`src/rtl/input_debouncer_pkg.sv`:
```
// Shared constants and channel FSM encoding for the two-channel input debouncer.
package input_debouncer_pkg;

   localparam int DEBOUNCE_CYCLES_DEF = 50000;
   localparam int CNT_WIDTH_DEF       = 16;

   typedef enum logic {
      ST_STABLE  = 1'b0,
      ST_PENDING = 1'b1
   } state_e;

endpackage

```
`src/rtl/input_debouncer_debounce_channel.sv`:
```
// One debounce channel: 2-flop synchroniser, stability counter, FSM, edge pulses.
module debounce_channel
   import input_debouncer_pkg::*;
#(
   parameter int DEBOUNCE_CYCLES = DEBOUNCE_CYCLES_DEF,
   parameter int CNT_WIDTH       = CNT_WIDTH_DEF
) (
   input  logic clk,
   input  logic rst_n,
   input  logic raw,
   output logic level,
   output logic rise,
   output logic fall
);

   localparam logic [CNT_WIDTH-1:0] CNT_LAST = CNT_WIDTH'(DEBOUNCE_CYCLES - 1);
   localparam logic [CNT_WIDTH-1:0] CNT_ONE  = CNT_WIDTH'(1);

   logic                 s1_q, s1_d;
   logic                 s2_q, s2_d;
   logic                 level_q, level_d;
   logic                 rise_q, rise_d;
   logic                 fall_q, fall_d;
   logic [CNT_WIDTH-1:0] cnt_q, cnt_d;
   state_e               state_q, state_d;

   always_comb begin
      s1_d    = raw;
      s2_d    = s1_q;
      level_d = level_q;
      rise_d  = 1'b0;
      fall_d  = 1'b0;
      cnt_d   = '0;
      state_d = ST_STABLE;
      unique case (state_q)
         ST_STABLE: begin
            if (s2_q != level_q) begin
               state_d = ST_PENDING;
               cnt_d   = CNT_ONE;
            end
         end
         ST_PENDING: begin
            // A return to the current level drops the count (glitch rejected).
            if (s2_q != level_q) begin
               if (cnt_q == CNT_LAST) begin
                  level_d = s2_q;
                  rise_d  = s2_q;
                  fall_d  = ~s2_q;
               end else begin
                  state_d = ST_PENDING;
                  cnt_d   = cnt_q + CNT_ONE;
               end
            end
         end
         default: ;
      endcase
   end

   always_ff @(posedge clk or negedge rst_n) begin
      if (!rst_n) begin
         s1_q    <= 1'b0;
         s2_q    <= 1'b0;
         level_q <= 1'b0;
         rise_q  <= 1'b0;
         fall_q  <= 1'b0;
         cnt_q   <= '0;
         state_q <= ST_STABLE;
      end else begin
         s1_q    <= s1_d;
         s2_q    <= s2_d;
         level_q <= level_d;
         rise_q  <= rise_d;
         fall_q  <= fall_d;
         cnt_q   <= cnt_d;
         state_q <= state_d;
      end
   end

   assign level = level_q;
   assign rise  = rise_q;
   assign fall  = fall_q;

endmodule

```
`src/rtl/input_debouncer.sv`:
```
// Two independent debounce channels conditioning raw board inputs into a/b levels
// plus one-cycle edge strobes.
module input_debouncer
   import input_debouncer_pkg::*;
#(
   parameter int DEBOUNCE_CYCLES = DEBOUNCE_CYCLES_DEF,
   parameter int CNT_WIDTH       = CNT_WIDTH_DEF
) (
   input  logic clk,
   input  logic rst_n,
   input  logic raw_a,
   input  logic raw_b,
   output logic a,
   output logic b,
   output logic a_rise,
   output logic a_fall,
   output logic b_rise,
   output logic b_fall
);

   if ((DEBOUNCE_CYCLES < 2) ||
       (64'(DEBOUNCE_CYCLES) >= (64'd1 << CNT_WIDTH))) begin : g_bad_cfg
      $error("input_debouncer: DEBOUNCE_CYCLES out of range for CNT_WIDTH");
   end

   debounce_channel #(
      .DEBOUNCE_CYCLES (DEBOUNCE_CYCLES),
      .CNT_WIDTH       (CNT_WIDTH)
   ) u_ch_a (
      .clk   (clk),
      .rst_n (rst_n),
      .raw   (raw_a),
      .level (a),
      .rise  (a_rise),
      .fall  (a_fall)
   );

   debounce_channel #(
      .DEBOUNCE_CYCLES (DEBOUNCE_CYCLES),
      .CNT_WIDTH       (CNT_WIDTH)
   ) u_ch_b (
      .clk   (clk),
      .rst_n (rst_n),
      .raw   (raw_b),
      .level (b),
      .rise  (b_rise),
      .fall  (b_fall)
   );

endmodule

```
`config.mk`:
```
export PLATFORM = sky130hd
export DESIGN_NAME = input_debouncer
export DESIGN_NICKNAME = d
export VERILOG_FILES = /design/src/rtl/input_debouncer_pkg.sv /design/src/rtl/input_debouncer_debounce_channel.sv /design/src/rtl/input_debouncer.sv
export SDC_FILE = /design/constraint.sdc
export NUM_CORES = 1
export LEC_CHECK = 0
export BUFFER_PORTS_ARGS = -buffer_cell sky130_fd_sc_hd__buf_2
export CELL_PAD_IN_SITES_DETAIL_PLACEMENT = 1
export CELL_PAD_IN_SITES_GLOBAL_PLACEMENT = 1
export CORE_MARGIN = 2
export CORE_UTILIZATION = 47
export DETAILED_ROUTE_END_ITERATION = 12
export HOLD_SLACK_MARGIN = 0.03
export PLACE_DENSITY_LB_ADDON = 0.05
export SLEW_MARGIN = 20
export SYNTH_ARGS = -nofsm -noshare
export SYNTH_HDL_FRONTEND = slang
export SYNTH_SLANG_ARGS = --single-unit
export TNS_END_PERCENT = 10
```
`constraint.sdc`:
```
create_clock -name clk -period 1.84 [get_ports clk]
set_input_delay 0.368 -clock clk [delete_from_list [all_inputs] [get_ports clk]]
set_output_delay 0.368 -clock clk [all_outputs]
set_load 0.005 [all_outputs]
```
== After elaboration in Yosys (flattened, before gate mapping) ==
Cells that the tools add are included.

* Muxes and demuxes: 28
* Eq/ne operators: 4
* Add/sub/neg operators: 2
* Reduce and logical (&&, ||, !) cells: 2
* Bitwise operators: 4

{| class="wikitable"
|+ Operator list
! kind !! count
|-
| 16-bit two-way mux || 4
|-
| 16-bit case mux with 2 select lines || 2
|-
| 16-bit by 1-bit adder with 16-bit output (second input constant) || 2
|-
| 16-bit == test (second input constant) || 2
|-
| 1-bit two-way mux || 20
|-
| 3-bit AND reduction || 2
|-
| 1-bit inverter || 4
|-
| 1-bit case mux with 2 select lines || 2
|-
| 1-bit inequality test || 2
|}

* Word-level logic and storage cells: 54
* Bits in registers: 44
* Input port bits: 4
* Output and inout port bits: 6

== Longest topological paths before layout ==
Gate-level depths: netlist of run 1.

* Depth after elaboration: 4
* Gate-level depth with buffers: 7
* Mapped depth without buffers: 5

== Hierarchy ==
A second synthesis of run 1 with hierarchy kept.

* Cells, all modules: 186
* Area total of the unflattened synthesis: 2,024.4 um2

{| class="wikitable"
|+ Modules (own cells, without submodules)
! module !! area each (um2) !! cells an instance !! times used !! sequential area each (um2)
|-
| debounce_channel || 1,012.2 || 93 || 2 || 550.5
|}

== Least setup slack after synthesis of run 1 ==
No wires, ideal clock.

* Path kind: register to register
* Start point: register u_ch_b.cnt_q[0]
* End point: register u_ch_b.level_q (netlist: u_ch_b.level)
* Buffers on the path: 0
* Library setup time: 0.128 ns
* Clock period less this slack: 1.565 ns
* Arrival: 1.437 ns
* Setup slack: 0.275 ns
* Cell stages (with the launch flop): 6
* Required time: 1.712 ns
* Cell sequence: dfrtp_1 > ha_1 > nand3_1 > nand4b_1 > nor2_1 > mux2_1

* Cells in the longest elaborated chain, start to end: 2

{| class="wikitable"
|+ Ends and longest elaborated chain
! what !! line !! source
|-
| from (decl) || input_debouncer_debounce_channel.sv:24 || <nowiki>logic [CNT_WIDTH-1:0] cnt_q, cnt_d;</nowiki>
|-
| from (signal assigned) || input_debouncer_debounce_channel.sv:74 || <nowiki>cnt_q <= cnt_d;</nowiki>
|-
| 16-bit == test || input_debouncer_debounce_channel.sv:45 || <nowiki>if (cnt_q == CNT_LAST) begin</nowiki>
|-
| 3-bit AND reduction (no line) || - ||
|-
| to (signal assigned) || input_debouncer_debounce_channel.sv:71 || <nowiki>level_q <= level_d;</nowiki>
|-
| to (decl) || input_debouncer_debounce_channel.sv:21 || <nowiki>logic level_q, level_d;</nowiki>
|}

No other way between the ends.
A chain may end at the register's enable or synchronous reset.

== Worst setup path in the final report of run 1 ==
* Start point: register u_ch_a.cnt_q[0]
* End point: register u_ch_a.level_q (netlist: u_ch_a.level)

* Cells in the longest elaborated chain, start to end: 2

{| class="wikitable"
|+ Ends and longest elaborated chain
! what !! line
|-
| from (decl) || input_debouncer_debounce_channel.sv:24
|-
| from (signal assigned) || input_debouncer_debounce_channel.sv:74
|-
| 16-bit == test || input_debouncer_debounce_channel.sv:45
|-
| 3-bit AND reduction (no line) || -
|-
| to (signal assigned) || input_debouncer_debounce_channel.sv:71
|-
| to (decl) || input_debouncer_debounce_channel.sv:21
|}

No other way between the ends.

==> results of run 1 <==
worst reg2reg max path, stage by stage, from the launching register on:
cell	delay, ps
dfrtp_1	430
ha_1	210
nand3_1	120
nand4b_1	270
nor2_1	200
mux2_1	350
cell families (layout without fill, tap and decap cells):
| logic type | count (synthesis) | count (layout) | synth area share |
|---|---|---|---|
| mux | 2 | 2 | 0.0114 |
| buf+inv | 12 | 34 | 0.0284 |
| fa+ha+maj | 2 | 2 | 0.0126 |
| simple gates | 94 | 94 | 0.244 |
| compound gates | 6 | 6 | 0.0196 |
| flops | 44 | 44 | 0.556 |
| xor+xnor | 29 | 29 | 0.128 |
layout by cell type (no fill, tap or decap), drive strengths merged:
| cell type | count |
|---|---|
| inv | 8 |
| and2 | 2 |
| nor2 | 38 |
| nor4b | 2 |
| a21oi | 1 |
| xor2 | 2 |
| clkinv | 1 |
| mux2 | 2 |
| nor4 | 7 |
| xnor2 | 27 |
| dfrtp | 44 |
| nand4b | 2 |
| nand2b | 4 |
| o22ai | 2 |
| bufinv | 1 |
| buf | 18 |
| clkinvlp | 1 |
| o31ai | 1 |
| nand2 | 6 |
| nor3 | 9 |
| ha | 2 |
| nand3 | 10 |
| nand4 | 8 |
| o21ai | 2 |
| or2 | 1 |
| nor4bb | 4 |
| or4 | 1 |
| clkbuf | 5 |
metal layers:
layer  share of wire  up-vias  GRT usage
met5               0        -          0
met4           0.030        0      0.123
met3           0.030       13     0.0438
met2            0.53       27      0.388
met1            0.41      740      0.236
li1                -      679          -
state kept, by name (all words and copies together) (netlist names):
| register | flops |
|---|---|
| u_ch_a.state_q | 1 |
| u_ch_b.s1_q | 1 |
| u_ch_b.level | 1 |
| u_ch_a.s1_q | 1 |
| u_ch_b.cnt_q | 16 |
| u_ch_a.level | 1 |
| u_ch_a.cnt_q | 16 |
| u_ch_b.s2_q | 1 |
| u_ch_a.rise | 1 |
| u_ch_a.s2_q | 1 |
| u_ch_b.state_q | 1 |
| u_ch_b.fall | 1 |
| u_ch_b.rise | 1 |
| u_ch_a.fall | 1 |
final cells by class:
type,instances,share of cell area
inverters,8,0.0134
well taps,50,0.0279
flip-flops and latches,44,0.491
clock buffers,5,0.0307
multi-input cells,133,0.368
repair buffers,18,0.0502
clock inverters,3,0.0190
power by group:
| part | internal (mW) | switching (mW) | leakage, nW |
|---|---|---|---|
| combinational | 0.0318 | 0.0606 | 0.230 |
| clock | 0.402 | 0.361 | 0.0541 |
| sequential | 0.989 | 0.0220 | 0.598 |
| total | 1.42 | 0.444 | 0.882 |
how the worst max path moves through the flow:
stage                                start           end  slack [ps]  cells past startpoint
after floorplan            u_ch_b.cnt_q[0]  u_ch_b.level         280                      5
after global placement    u_ch_b.cnt_q[11]  u_ch_b.level         250                      4
after detailed placement  u_ch_b.cnt_q[11]  u_ch_b.level         180                      4
after CTS                  u_ch_a.cnt_q[0]  u_ch_a.level         170                      5
after global routing      u_ch_b.cnt_q[11]  u_ch_b.level          60                      4
final                      u_ch_a.cnt_q[0]  u_ch_a.level         150                      5
metrics by stage:
step | instances | setup slack, ps | power (mW)
3_3_place_gp | 253 | 246 | 1.12
5_1_grt | 261 | 63.1 | 1.93
3_5_place_dp | 253 | 179 | 1.12
4_1_cts | 261 | 170 | 1.89
6_report | 261 | 154 | 1.87
2_1_floorplan | 189 | 275 | 1.08
==> results.json, run 1 <==
{
  "status": "complete, no violations",
  "antenna_found_initial": 0,
  "grt_overflow_total": 0,
  "io_pins": 10,
  "clk_path_buf_depth": 2,
  "dieArea_um2": 4750,
  "vias_per_cell": 5.59,
  "setup_viol": 0,
  "syn_area_per_cell_um2": 10.5,
  "synth_top_area_frac": 0.556,
  "syn_inst": 189,
  "worstSetupPathType": "reg -> reg",
  "dp_hpwl_mm": 3.13,
  "drt-pass1-iter-count": 4,
  "cts.repair.resized": 0,
  "path_cells": "ha_1, nand3_1, nand4b_1, nor2_1, mux2_1",
  "hold_buffers": 0,
  "die_x_um": 68.9,
  "skew_ps": 4.00,
  "htreeDepth": 2,
  "drive_gt1_frac": 0.133,
  "path_delay_family": "simple AND/OR/NAND/NOR gates",
  "gp_congestion": 0.841,
  "synthFlopType": "dfrtp_1",
  "rsz0062_at_grt": "no",
  "fill_cells": 431,
  "final_nets": 216,
  "start_kind": "register",
  "numCtsBuffers": 5,
  "grt_pass1_vias": 1559,
  "rows": 23,
  "slew_violations": 0,
  "drt-total-wl_mm": 4.35,
  "yosys_register_bits": 44,
  "synth_edf_count": 0,
  "max_freq_mhz": 593,
  "grtUsageTotal": 0.216,
  "drv_cap": 0,
  "crit_buf_inv": 0,
  "drtIter0Drc": 46,
  "clkSinkCount": 44,
  "netlist_area_um2": 1980,
  "fin_tns_setup_ps": 0,
  "synth.distinct_cells": 25,
  "fin_util": 0.557,
  "diodes": 0,
  "drc": 0,
  "relSlewSlack": 0.556,
  "ant_nets": 0,
  "fin_area_um2": 2240,
  "power_density_nw_per_um2": 833,
  "tightest_slew_ps": 666,
  "yosys.area.top_type": "dfrtp_1",
  "final.period_utilization": 0.916,
  "hold_class": "in -> async",
  "cts_tree": "done",
  "area_delta_synth_final_pct": 13.1,
  "post-synth-top-count-cell": "dfrtp_1",
  "seq_area_frac_synth": 0.556,
  "syn-num-nets": 195,
  "async_reset_ff_frac": 1.00,
  "clk_pin_slew_ps": 80,
  "multi_input_area_um2": 825,
  "endpoint_kind": "register",
  "cp.arrival_ps": 1880,
  "grt_pass1_wl_mm": 7.29,
  "finalHoldViolCount": 0,
  "initial_core_util": 0.492,
  "worst_path_max_delay_cell": "dfrtp_1",
  "cp_max_fo": 4,
  "crit_path_max_incr_delay_ps": 430,
  "crit_required_ps": 2030,
  "die_y_um": 68.9,
  "clk_latency_ps": 310,
  "wire_per_inst_um": 16.7,
  "worstReg2RegEnd": "u_ch_a.level",
  "grt_max_degree": 31,
  "ys_warn_count": 0,
  "seq_area_um2": 1100,
  "fp.coreArea_um2": 4030,
  "max-vdd-ir-drop_mv": 0.572,
  "synth_top_cells_by_count": "dfrtp_1, nor2_1, xnor2_1",
  "r2r_cells": 5,
  "ys_top_cells_by_area": "dfrtp_1, xnor2_1, nor2_1",
  "vias": 1459,
  "r2r-start": "u_ch_a.cnt_q[0]",
  "reg2reg_slack_ps": 150,
  "min_period_ps": 1690,
  "leakage_nw": 0.882,
  "place_area_um2": 2130,
  "io_buffers": 9,
  "hold_slack_ps": 84.9,
  "postCtsSetupBuffers": 0,
  "clock-root-buffer": "clkbuf_8"
}
Power figures use the tool's default switching activity.
==> run 2, diff against run 1 <==
Clock period 1.84 ns to 1.92 ns, I/O delays scaled along.
==> results.json, run 2 (same netlist as run 1, synthesis figures left out) <==
{
  "status": "complete, no violations",
  "clkSinkCount": 44,
  "min_period_ps": 1640,
  "io_buffers": 9,
  "fin_util": 0.548,
  "multi_input_area_um2": 825,
  "hold_class": "in -> async",
  "rsz0062_at_grt": "no",
  "top_regs": "u_ch_a.cnt_q x16, u_ch_b.cnt_q x16",
  "tightest_slew_ps": 667,
  "numCtsBuffers": 5,
  "initial_core_util": 0.492,
  "area_delta_synth_final_pct": 11.3,
  "grt_max_degree": 31,
  "antenna_found_initial": 0,
  "io_pins": 10,
  "dp_hpwl_mm": 3.07,
  "drc": 0,
  "clock-root-buffer": "clkbuf_8",
  "fp.coreArea_um2": 4030,
  "r2r_cells": 4,
  "finalHoldViolCount": 0,
  "diodes": 0,
  "final.period_utilization": 0.853,
  "drt-total-wl_mm": 4.22,
  "wire_per_inst_um": 16.3,
  "max_freq_mhz": 611,
  "dieArea_um2": 4750,
  "worstSetupPathType": "reg -> reg",
  "drtIter0Drc": 58,
  "clk_path_buf_depth": 2,
  "relSlewSlack": 0.555,
  "vias": 1407,
  "max-vdd-ir-drop_mv": 0.461,
  "cts.repair.resized": 0,
  "clk_latency_ps": 290,
  "grt_overflow_total": 0,
  "cp_max_fo": 4,
  "start_kind": "register",
  "final_nets": 214,
  "cp.arrival_ps": 1810,
  "skew_ps": 10.2,
  "final_cell_mix": "dfrtp_1, nor2_1, xnor2_1, nand3_1",
  "grtUsageTotal": 0.203,
  "cts_tree": "done",
  "seq_area_um2": 1100,
  "grt_pass1_wl_mm": 6.91,
  "dp_slack_ps": 274,
  "die_x_um": 68.9,
  "layout_setup_ws_ps": 282,
  "rows": 23,
  "htreeDepth": 2,
  "ant_nets": 0,
  "layout_commonest_cell": "dfrtp_1",
  "clk_pin_slew_ps": 80,
  "leakage_nw": 0.862,
  "vias_per_cell": 5.43,
  "drive_gt1_frac": 0.115,
  "gp_congestion": 0.804,
  "slew_violations": 0,
  "fin_tns_setup_ps": 0,
  "drv_cap": 0,
  "grt_pass1_vias": 1517,
  "hold_buffers": 0,
  "drt-pass1-iter-count": 4,
  "power_density_nw_per_um2": 746,
  "setup_viol": 0,
  "postCtsSetupBuffers": 0,
  "fill_cells": 461,
  "crit_required_ps": 2100,
  "endpoint_kind": "register",
  "die_y_um": 68.9
}
run 2: cell count changes in the layout (fill, tap and decap cells not counted):
cell	change
buf_4	-2
clkbuf_1	+2
bufinv_16	-1
clkbuf_8	+1
clkinv_2	-1
clkinvlp_4	-1
run 2: area by class of cell:
type,count,share of cell area
flip-flops and latches,44,0.499
well taps,50,0.0284
clock buffers,8,0.0408
multi-input cells,133,0.374
repair buffers,16,0.0442
inverters,8,0.0136
run 2: critical path: stages (launching register included):
cell      delay, ps
dfrtp_1         430
nor4b_1         340
nand4b_1        220
nor2_1          190
mux2_1          330
run 2: path summary, 6_finish.rpt:
check                                   end  slack [ps]              from
min reg2reg                     u_ch_a.s2_q         360       u_ch_a.s1_q
max                            u_ch_a.level         280  u_ch_a.cnt_q[10]
min                         u_ch_a.cnt_q[3]         120             rst_n
max reg2reg                    u_ch_a.level         280  u_ch_a.cnt_q[10]
min in group clk                u_ch_a.s1_q         200             raw_a
max in group asynchronous  u_ch_b.cnt_q[12]        1200             rst_n
run 2: power by group:
part / internal, mW / switching [mW] / total, mW
logic: 0.0301 / 0.0580 / 0.0881
clock network: 0.294 / 0.297 / 0.590
registers: 0.948 / 0.0202 / 0.968
run 2: per-layer routing:
| metal | GRT usage | up-vias | wire length [µm] |
|---|---|---|---|
| li1 | - | 682 | - |
| met1 | 0.219 | 702 | 1860 |
| met2 | 0.371 | 15 | 2190 |
| met3 | 0.0503 | 8 | 87 |
| met4 | 0.0907 | 0 | 91 |
| met5 | 0 | - | 0 |
run 2: stage by stage:
stage	power, mW	area (µm²)	hold slack (ps)	instances
after floorplan	1.03	1980	88.4	189
after global placement	1.07	2120	333	251
after detailed placement	1.08	2120	343	251
after CTS	1.68	2210	137	259
after global routing	1.73	2210	153	259
final	1.65	2210	121	259
